**src/rtl/fir_mac_ctrl.sv**
```systemverilog
// -----------------------------------------------------------------------------
// fir_mac_ctrl
//
// Sequencing controller for an FIR multiply-accumulate datapath. It accepts one
// sample per filter evaluation and writes it into the circular sample buffer at
// the write pointer. It then walks TAPS sample/coefficient address pairs into
// the multiplier, newest sample first. Accumulator load enables are aligned to
// the multiplier latency. The finished sum is presented with a valid/ready
// handshake. No data passes through this block.
//
// Ports
//   clk            sole clock, rising edge
//   rst            synchronous active-high reset
//   probka_valid   in : new sample offered
//   probka_ready   out: sample can be accepted (IDLE only)
//   wr_en          out: sample buffer write strobe (accept cycle)
//   wr_addr        out: sample buffer write address (accept cycle, else 0)
//   rd_addr        out: sample buffer read address, multiplier operand A
//   coef_addr      out: coefficient address, multiplier operand B
//   acc_clr        out: clear accumulator (accept cycle)
//   acc_en         out: accumulator load, MAC issue delayed by MUL_LAT
//   wynik_valid    out: accumulator holds a finished output (DONE)
//   wynik_ready    in : consumer takes the output
//   busy           out: state is not IDLE
// -----------------------------------------------------------------------------
module fir_mac_ctrl #(
    parameter int TAPS    = 16,
    parameter int ADDR_W  = 4,
    parameter int MUL_LAT = 1
) (
    input  logic              clk,
    input  logic              rst,
    input  logic              probka_valid,
    output logic              probka_ready,
    output logic              wr_en,
    output logic [ADDR_W-1:0] wr_addr,
    output logic [ADDR_W-1:0] rd_addr,
    output logic [ADDR_W-1:0] coef_addr,
    output logic              acc_clr,
    output logic              acc_en,
    output logic              wynik_valid,
    input  logic              wynik_ready,
    output logic              busy
);

    typedef enum logic [1:0] {
        S_IDLE  = 2'd0,
        S_MAC   = 2'd1,
        S_DRAIN = 2'd2,
        S_DONE  = 2'd3
    } state_t;

    localparam logic [ADDR_W-1:0] LAST_IDX   = ADDR_W'(TAPS - 1);
    // TAPS may equal 2^ADDR_W, in which case this truncates to 0. The wrapped
    // read address is still correct because the sum is taken modulo 2^ADDR_W.
    localparam logic [ADDR_W-1:0] TAPS_LOW   = ADDR_W'(TAPS);
    localparam logic [2:0]        DRAIN_LAST = 3'((MUL_LAT > 0) ? (MUL_LAT - 1) : 0);

    state_t            r_state;
    state_t            w_next_state;
    logic [ADDR_W-1:0] r_p;
    logic [ADDR_W-1:0] r_k;
    logic [2:0]        r_drain;
    logic              w_issue;
    logic              w_acc_en_dly;
    logic [ADDR_W-1:0] w_rd;

    assign w_issue = (r_state == S_MAC);

    // MAC-issue delay line that produces the accumulator enable
    generate
        if (MUL_LAT == 0) begin : g_no_lat
            assign w_acc_en_dly = w_issue;
        end else begin : g_lat
            logic [MUL_LAT-1:0] r_dly;

            // Shift register: one stage per multiplier pipeline register
            always_ff @(posedge clk) begin
                if (rst) begin
                    r_dly <= '0;
                end else begin
                    r_dly <= (r_dly << 1) | MUL_LAT'(w_issue);
                end
            end

            assign w_acc_en_dly = r_dly[MUL_LAT-1];
        end
    endgenerate

    // Next-state logic
    always_comb begin
        w_next_state = r_state;
        case (r_state)
            S_IDLE: begin
                if (probka_valid) begin
                    w_next_state = S_MAC;
                end else begin
                    w_next_state = S_IDLE;
                end
            end
            S_MAC: begin
                if (r_k == LAST_IDX) begin
                    w_next_state = (MUL_LAT > 0) ? S_DRAIN : S_DONE;
                end else begin
                    w_next_state = S_MAC;
                end
            end
            S_DRAIN: begin
                if (r_drain == DRAIN_LAST) begin
                    w_next_state = S_DONE;
                end else begin
                    w_next_state = S_DRAIN;
                end
            end
            S_DONE: begin
                if (wynik_ready) begin
                    w_next_state = S_IDLE;
                end else begin
                    w_next_state = S_DONE;
                end
            end
            default: w_next_state = S_IDLE;
        endcase
    end

    // State register
    always_ff @(posedge clk) begin
        if (rst) begin
            r_state <= S_IDLE;
        end else begin
            r_state <= w_next_state;
        end
    end

    // Tap counter: zero in IDLE, steps through MAC, then parks on the last tap
    // so the addresses hold through DRAIN and DONE
    always_ff @(posedge clk) begin
        if (rst) begin
            r_k <= '0;
        end else if (r_state == S_IDLE) begin
            r_k <= '0;
        end else if ((r_state == S_MAC) && (r_k != LAST_IDX)) begin
            r_k <= r_k + {{(ADDR_W-1){1'b0}}, 1'b1};
        end else begin
            r_k <= r_k;
        end
    end

    // Drain counter: counts multiplier-latency cycles after the last issue
    always_ff @(posedge clk) begin
        if (rst) begin
            r_drain <= 3'd0;
        end else if (r_state == S_DRAIN) begin
            r_drain <= r_drain + 3'd1;
        end else begin
            r_drain <= 3'd0;
        end
    end

    // Write pointer: advances once per completed output handshake, modulo TAPS
    always_ff @(posedge clk) begin
        if (rst) begin
            r_p <= '0;
        end else if ((r_state == S_DONE) && wynik_ready) begin
            r_p <= (r_p == LAST_IDX) ? '0 : (r_p + {{(ADDR_W-1){1'b0}}, 1'b1});
        end else begin
            r_p <= r_p;
        end
    end

    // Read address: newest sample first, wrapping modulo TAPS
    always_comb begin
        w_rd = '0;
        if (r_p >= r_k) begin
            w_rd = r_p - r_k;
        end else begin
            w_rd = r_p - r_k + TAPS_LOW;
        end
    end

    // Output decode: everything is forced to 0 while reset is asserted
    always_comb begin
        probka_ready = 1'b0;
        wr_en        = 1'b0;
        wr_addr      = '0;
        rd_addr      = '0;
        coef_addr    = '0;
        acc_clr      = 1'b0;
        acc_en       = 1'b0;
        wynik_valid  = 1'b0;
        busy         = 1'b0;
        if (!rst) begin
            case (r_state)
                S_IDLE: begin
                    probka_ready = 1'b1;
                    if (probka_valid) begin
                        wr_en   = 1'b1;
                        wr_addr = r_p;
                        acc_clr = 1'b1;
                    end else begin
                        wr_en   = 1'b0;
                    end
                end
                S_MAC, S_DRAIN: begin
                    busy      = 1'b1;
                    rd_addr   = w_rd;
                    coef_addr = r_k;
                    acc_en    = w_acc_en_dly;
                end
                S_DONE: begin
                    busy        = 1'b1;
                    rd_addr     = w_rd;
                    coef_addr   = r_k;
                    wynik_valid = 1'b1;
                end
                default: begin
                    busy = 1'b0;
                end
            endcase
        end else begin
            busy = 1'b0;
        end
    end

endmodule
```
**config.mk**
```make
export PLATFORM = sky130hd
export DESIGN_NAME = fir_mac_ctrl
export DESIGN_NICKNAME = d
export VERILOG_FILES = /design/src/rtl/fir_mac_ctrl.sv
export SDC_FILE = /design/constraint.sdc
export NUM_CORES = 1
export LEC_CHECK = 0
export ABC_AREA = 1
export CAP_MARGIN = 15
export CORE_ASPECT_RATIO = 1.1
export CORE_MARGIN = 3
export CORE_UTILIZATION = 60
export CTS_BUF_LIST = sky130_fd_sc_hd__clkbuf_8
export DETAILED_ROUTE_END_ITERATION = 6
export DONT_BUFFER_PORTS = 1
export PLACE_DENSITY = 0.83
export RECOVER_POWER = 50
export SYNTH_ARGS = -nofsm -noshare
export SYNTH_HDL_FRONTEND = slang
export SYNTH_SLANG_ARGS = --single-unit
```
**constraint.sdc**
```tcl
create_clock -name clk -period 1.3 [get_ports clk]
set_input_delay 0.065 -clock clk [delete_from_list [all_inputs] [get_ports clk]]
set_output_delay 0.065 -clock clk [all_outputs]
set_load 0.02 [all_outputs]
```
==> flow_metrics.tcl, run 1 <==
set metrics [dict create \
    status "stopped before the end" \
    lastStage "clock tree synthesis" \
    run.stop_error "[ERROR DPL-0038] Utilization greater than 100%, impossible to legalize" \
    synth_area_leaders "dfxtp_1, ha_1, nor2_1" \
    synthesis.nets 160 \
    placed_cells 178 \
    synth_compound_area_share_pct 6.122 \
    dp_hpwl_um 1858 \
    cts-resized-gates 38 \
    chipHeight_um 48.41 \
    cts_hold_buf 2 \
    yosysWarnings 0 \
    pin_count 22 \
    yosysSeqAreaShare_pct 28.57 \
    clock-root-buffer "clkbuf_8" \
    std_cell_rows 14 \
    routabilityCongestion 0.8308 \
    synth-xor-area-share_pct 3.571 \
    post_cts_buffers 9 \
    synthAdderAreaFrac_pct 17.35 \
    synthCells 143 \
    ctsLongestPathBuffers 2 \
    synth_mux_area_share_pct 0 \
    synth.distinct_cells 21 \
    cts_buffers 3 \
    synth_top_family_by_area "simple AND/OR/NAND/NOR gates" \
    syn_area_um2 980.9 \
    yosysTopAreaCell "dfxtp_1" \
    cts.sinks 14 \
    initial_utilization_pct 67.47 \
    h-tree-depth 1 \
    portBuffers 0 \
    die_w_um 44.55 \
    syn_area_per_cell_um2 6.860 \
    synth_top_area_share_pct 28.57 \
    yosys.area_share.simple_pct 32.53 \
    ys_ff_latch 14 \
]
logic make-up after synthesis:
| group | after synthesis |
|---|---|
| xor gates and xnor gates | 4 |
| DFF | 14 |
| and+or+nand+nor | 73 |
| adders and majority gates | 13 |
| AOI/OAI and AO/OA | 12 |
| buffers and inverters | 27 |
per-stage QoR:
| step | worst slack [ps] | area [um2] |
|---|---|---|
| 2_1_floorplan | -78.80 | 1045 |
| 3_3_place_gp | -75.19 | 1216 |
| 3_5_place_dp | -104.4 | 1216 |
synthesized netlist by cell type, drive strengths merged:
cell type / number
nand3: 5
nor3: 1
o21ai: 7
nand4: 3
nand2: 26
inv: 24
nor2: 38
fa: 1
ha: 12
buf: 3
dfxtp: 14
a21oi: 5
xor2: 1
xnor2: 3
==> run 2: changes to the inputs <==
Settings changed: CORE_AREA from default to 3 3 64 66, CORE_ASPECT_RATIO 1.1 to default, CORE_MARGIN 3 to default, CORE_UTILIZATION 60 to default, CTS_BUF_LIST sky130_fd_sc_hd__clkbuf_8 to default, DIE_AREA from default to 0 0 67 69, PLACE_DENSITY 0.83 to default, PLACE_DENSITY_LB_ADDON from default to 0.15.
==> flow_metrics.tcl, run 2 <==
set metrics [dict create \
    status "finished, violations left" \
    violations "setup timing" \
    layout-drive-gt1-share_pct 45.25 \
    critPathKind "register to primary output" \
    grt_setup_unrepaired "true" \
    h-tree-depth 1 \
    seq_area_um2 286.5 \
    clock-root-buffer "clkbuf_8" \
    synth_most_common_cell "nor2_1" \
    yosysTopAreaCell "dfxtp_1" \
    hp-class "primary input to register" \
    cts_buffers 3 \
    synth_top_area_share_pct 28.57 \
    yosysWarnings 0 \
    die_w_um 67 \
    pin_count 22 \
    fin_hold_ws_ps 35.20 \
    chipHeight_um 69 \
    path_delay_family "adder cells" \
    first_pass_iters 4 \
    vias 979 \
    dp_hpwl_um 1936 \
    p_leak_nw 0.6605 \
    setup_ws_ps -289.9 \
    mostFrequentLayoutCells "nor2_1, nand2_1, buf_4" \
    ctsLongestPathBuffers 2 \
    met3_length_um 91 \
    synth_area_leaders "dfxtp_1, ha_1, nor2_1" \
    finalPower_mw 1.096 \
    core_area_um2 3633 \
    synth.distinct_cells 21 \
    cts.sinks 14 \
    portBuffers 0 \
    grt_max_degree 10 \
    clkSlewWorstSetupHoldPaths_ps 70 \
    critPathCaptureType "primary output" \
    pre_cts_slack_ps -111.2 \
    dieArea_um2 4623 \
    area_delta_synth_final_pct 65.43 \
    insertion_delay_ps 250 \
    antenna_left 0 \
    path_cells "inv_2 > ha_4 > inv_2 > fa_2 > xnor2_2 > nor3_4" \
    synthCells 143 \
    syn_area_per_cell_um2 6.860 \
    setup_violations 15 \
    finalInstanceArea_um2 1623 \
    synthTopCellsByCount "nor2_1, nand2_1, inv_1" \
    dpl_cell_area_um2 1271 \
    fin_crit_sh_pct 122.3 \
    final_common_cell "nor2_1" \
    cp-startpoint "r_p[0]$_SDFFE_PP0P_" \
    highest_layer "met4" \
    crit_buf_inv 2 \
    grt_antenna_before_repair 0 \
    period_needed_ps 1590 \
    initial_utilization_pct 27.00 \
    drv_cap 0 \
    final_nets 197 \
    max_freq_mhz 629.0 \
    r2r_end "r_state[0]$_SDFF_PP0_" \
    cp_slowest_cell "fa_2" \
    worstPathArrival_ps 1520 \
    yosysSeqAreaShare_pct 28.57 \
    grt_pass1_wl_um 4443 \
    grt_pass1_vias 1024 \
    routed_via_density 4.313 \
    overflow 0 \
    tightest_slew_ps 371.0 \
    crit_path_end "rd_addr[2]" \
    r2r_slack_ps 10 \
    reg2reg_depth 8 \
    wire_per_inst_um 11.44 \
    layout.cells.non_filler 227 \
    synth-edff-count 0 \
    worst_ep_required_time_ps 1240 \
    placed_cells 212 \
    crit_top_cell "inv_2" \
    crit_path_max_fanout 2 \
    relSlewSlack_pct 75.24 \
    synth-async-reset-ratio_pct 0 \
    totalWireLength_um 2596 \
    worstHoldStart "rst" \
    r2r-start "r_state[0]$_SDFF_PP0_" \
    synth_top_flop_cell "dfxtp_1" \
    slew_viol_final 0 \
    wl_met2_um 1352 \
    drt_iter0_markers 37 \
    route.detailed.drc 0 \
    reg.largest.list "r_k x4, r_p x4, r_drain x3" \
    powerDensity_nw_per_um2 675.1 \
    syn_area_um2 980.9 \
    gr-usage-all-layers_pct 12.52 \
    synthesis.nets 160 \
    diodes 0 \
    met1Wirelength_um 1120 \
    ir_worst_vdd_mv 0.3125 \
    multi_input_area_um2 795.8 \
    routabilityCongestion 0.7839 \
    critPathLaunchType "register" \
    ys_ff_latch 14 \
    finClkSkew_ps 4.341 \
    fill_cells 367 \
    cpPeakStageDelay_ps 340 \
    std_cell_rows 22 \
    hold_viol_final 0 \
    crit_cells 6 \
    tritoncts "yes" \
]
[run 2: cell type report]
cell class | instances | share of cell area (%)
Sequential cell | 14 | 17.66
Inverter | 24 | 6.168
Clock buffer | 4 | 3.392
Tap cell | 48 | 3.701
Timing Repair Buffer | 35 | 20.05
Multi-Input combinational cell | 102 | 49.04
[run 2: worst min-delay path: stages]
cell	delay [ps]
inv_1	70
nand2_1	80
a21oi_1	30
[run 2: cells by family after synthesis]
| kind of cell | share of synthesized area (%) |
|---|---|
| AOI/OAI and AO/OA | 6.122 |
| xor gates and xnor gates | 3.572 |
| adders and majority gates | 17.35 |
| buffers and inverters | 11.86 |
| DFF | 28.57 |
| and+or+nand+nor | 32.52 |
[run 2: how the worst min path moves through the flow]
stage	slack (ps)	cells after the start	endpoint
final	40	3	r_p[2]$_SDFFE_PP0P_
after global routing	40	3	r_p[2]$_SDFFE_PP0P_
after CTS	30	3	r_p[2]$_SDFFE_PP0P_
after detailed placement	140	1	g_lat.r_dly$_SDFF_PP0_
after global placement	140	1	g_lat.r_dly$_SDFF_PP0_
after floorplan	260	2	r_state[0]$_SDFF_PP0_
[run 2: power by group]
part           total [mW]  internal, mW  switching, mW
combinational       0.217         0.102          0.116
clock               0.441         0.269          0.173
sequential          0.437         0.434        0.00310
[run 2: routing by layer]
metal  GRT usage [%]  vias to the layer above
met2           22.38                       13
met3           3.257                        5
met1           13.92                      449
met4           4.054                        0
li1                -                      512
met5               0                        -
[run 2: stage by stage]
| step | TNS (ps) | util [%] |
|---|---|---|
| 3_3_place_gp | -117.6 | 34.99 |
| 3_5_place_dp | -176.6 | 34.99 |
| 2_1_floorplan | -413.7 | - |
| 5_1_grt | -3778 | 44.66 |
| 4_1_cts | -1217 | 40.19 |
| 6_report | -1947 | 44.66 |
[run 2: timing repair]
action | 4_1_cts | 5_1_grt
resized for setup | 28 | 37
endpoints found under the hold margin | 3 | 1
buffers inserted | 6 | 4
hold buffers | 1 | 1
endpoints found under the setup margin | 14 | 24
pin swaps | 9 | 13
(Power assumes the default switching activity.)
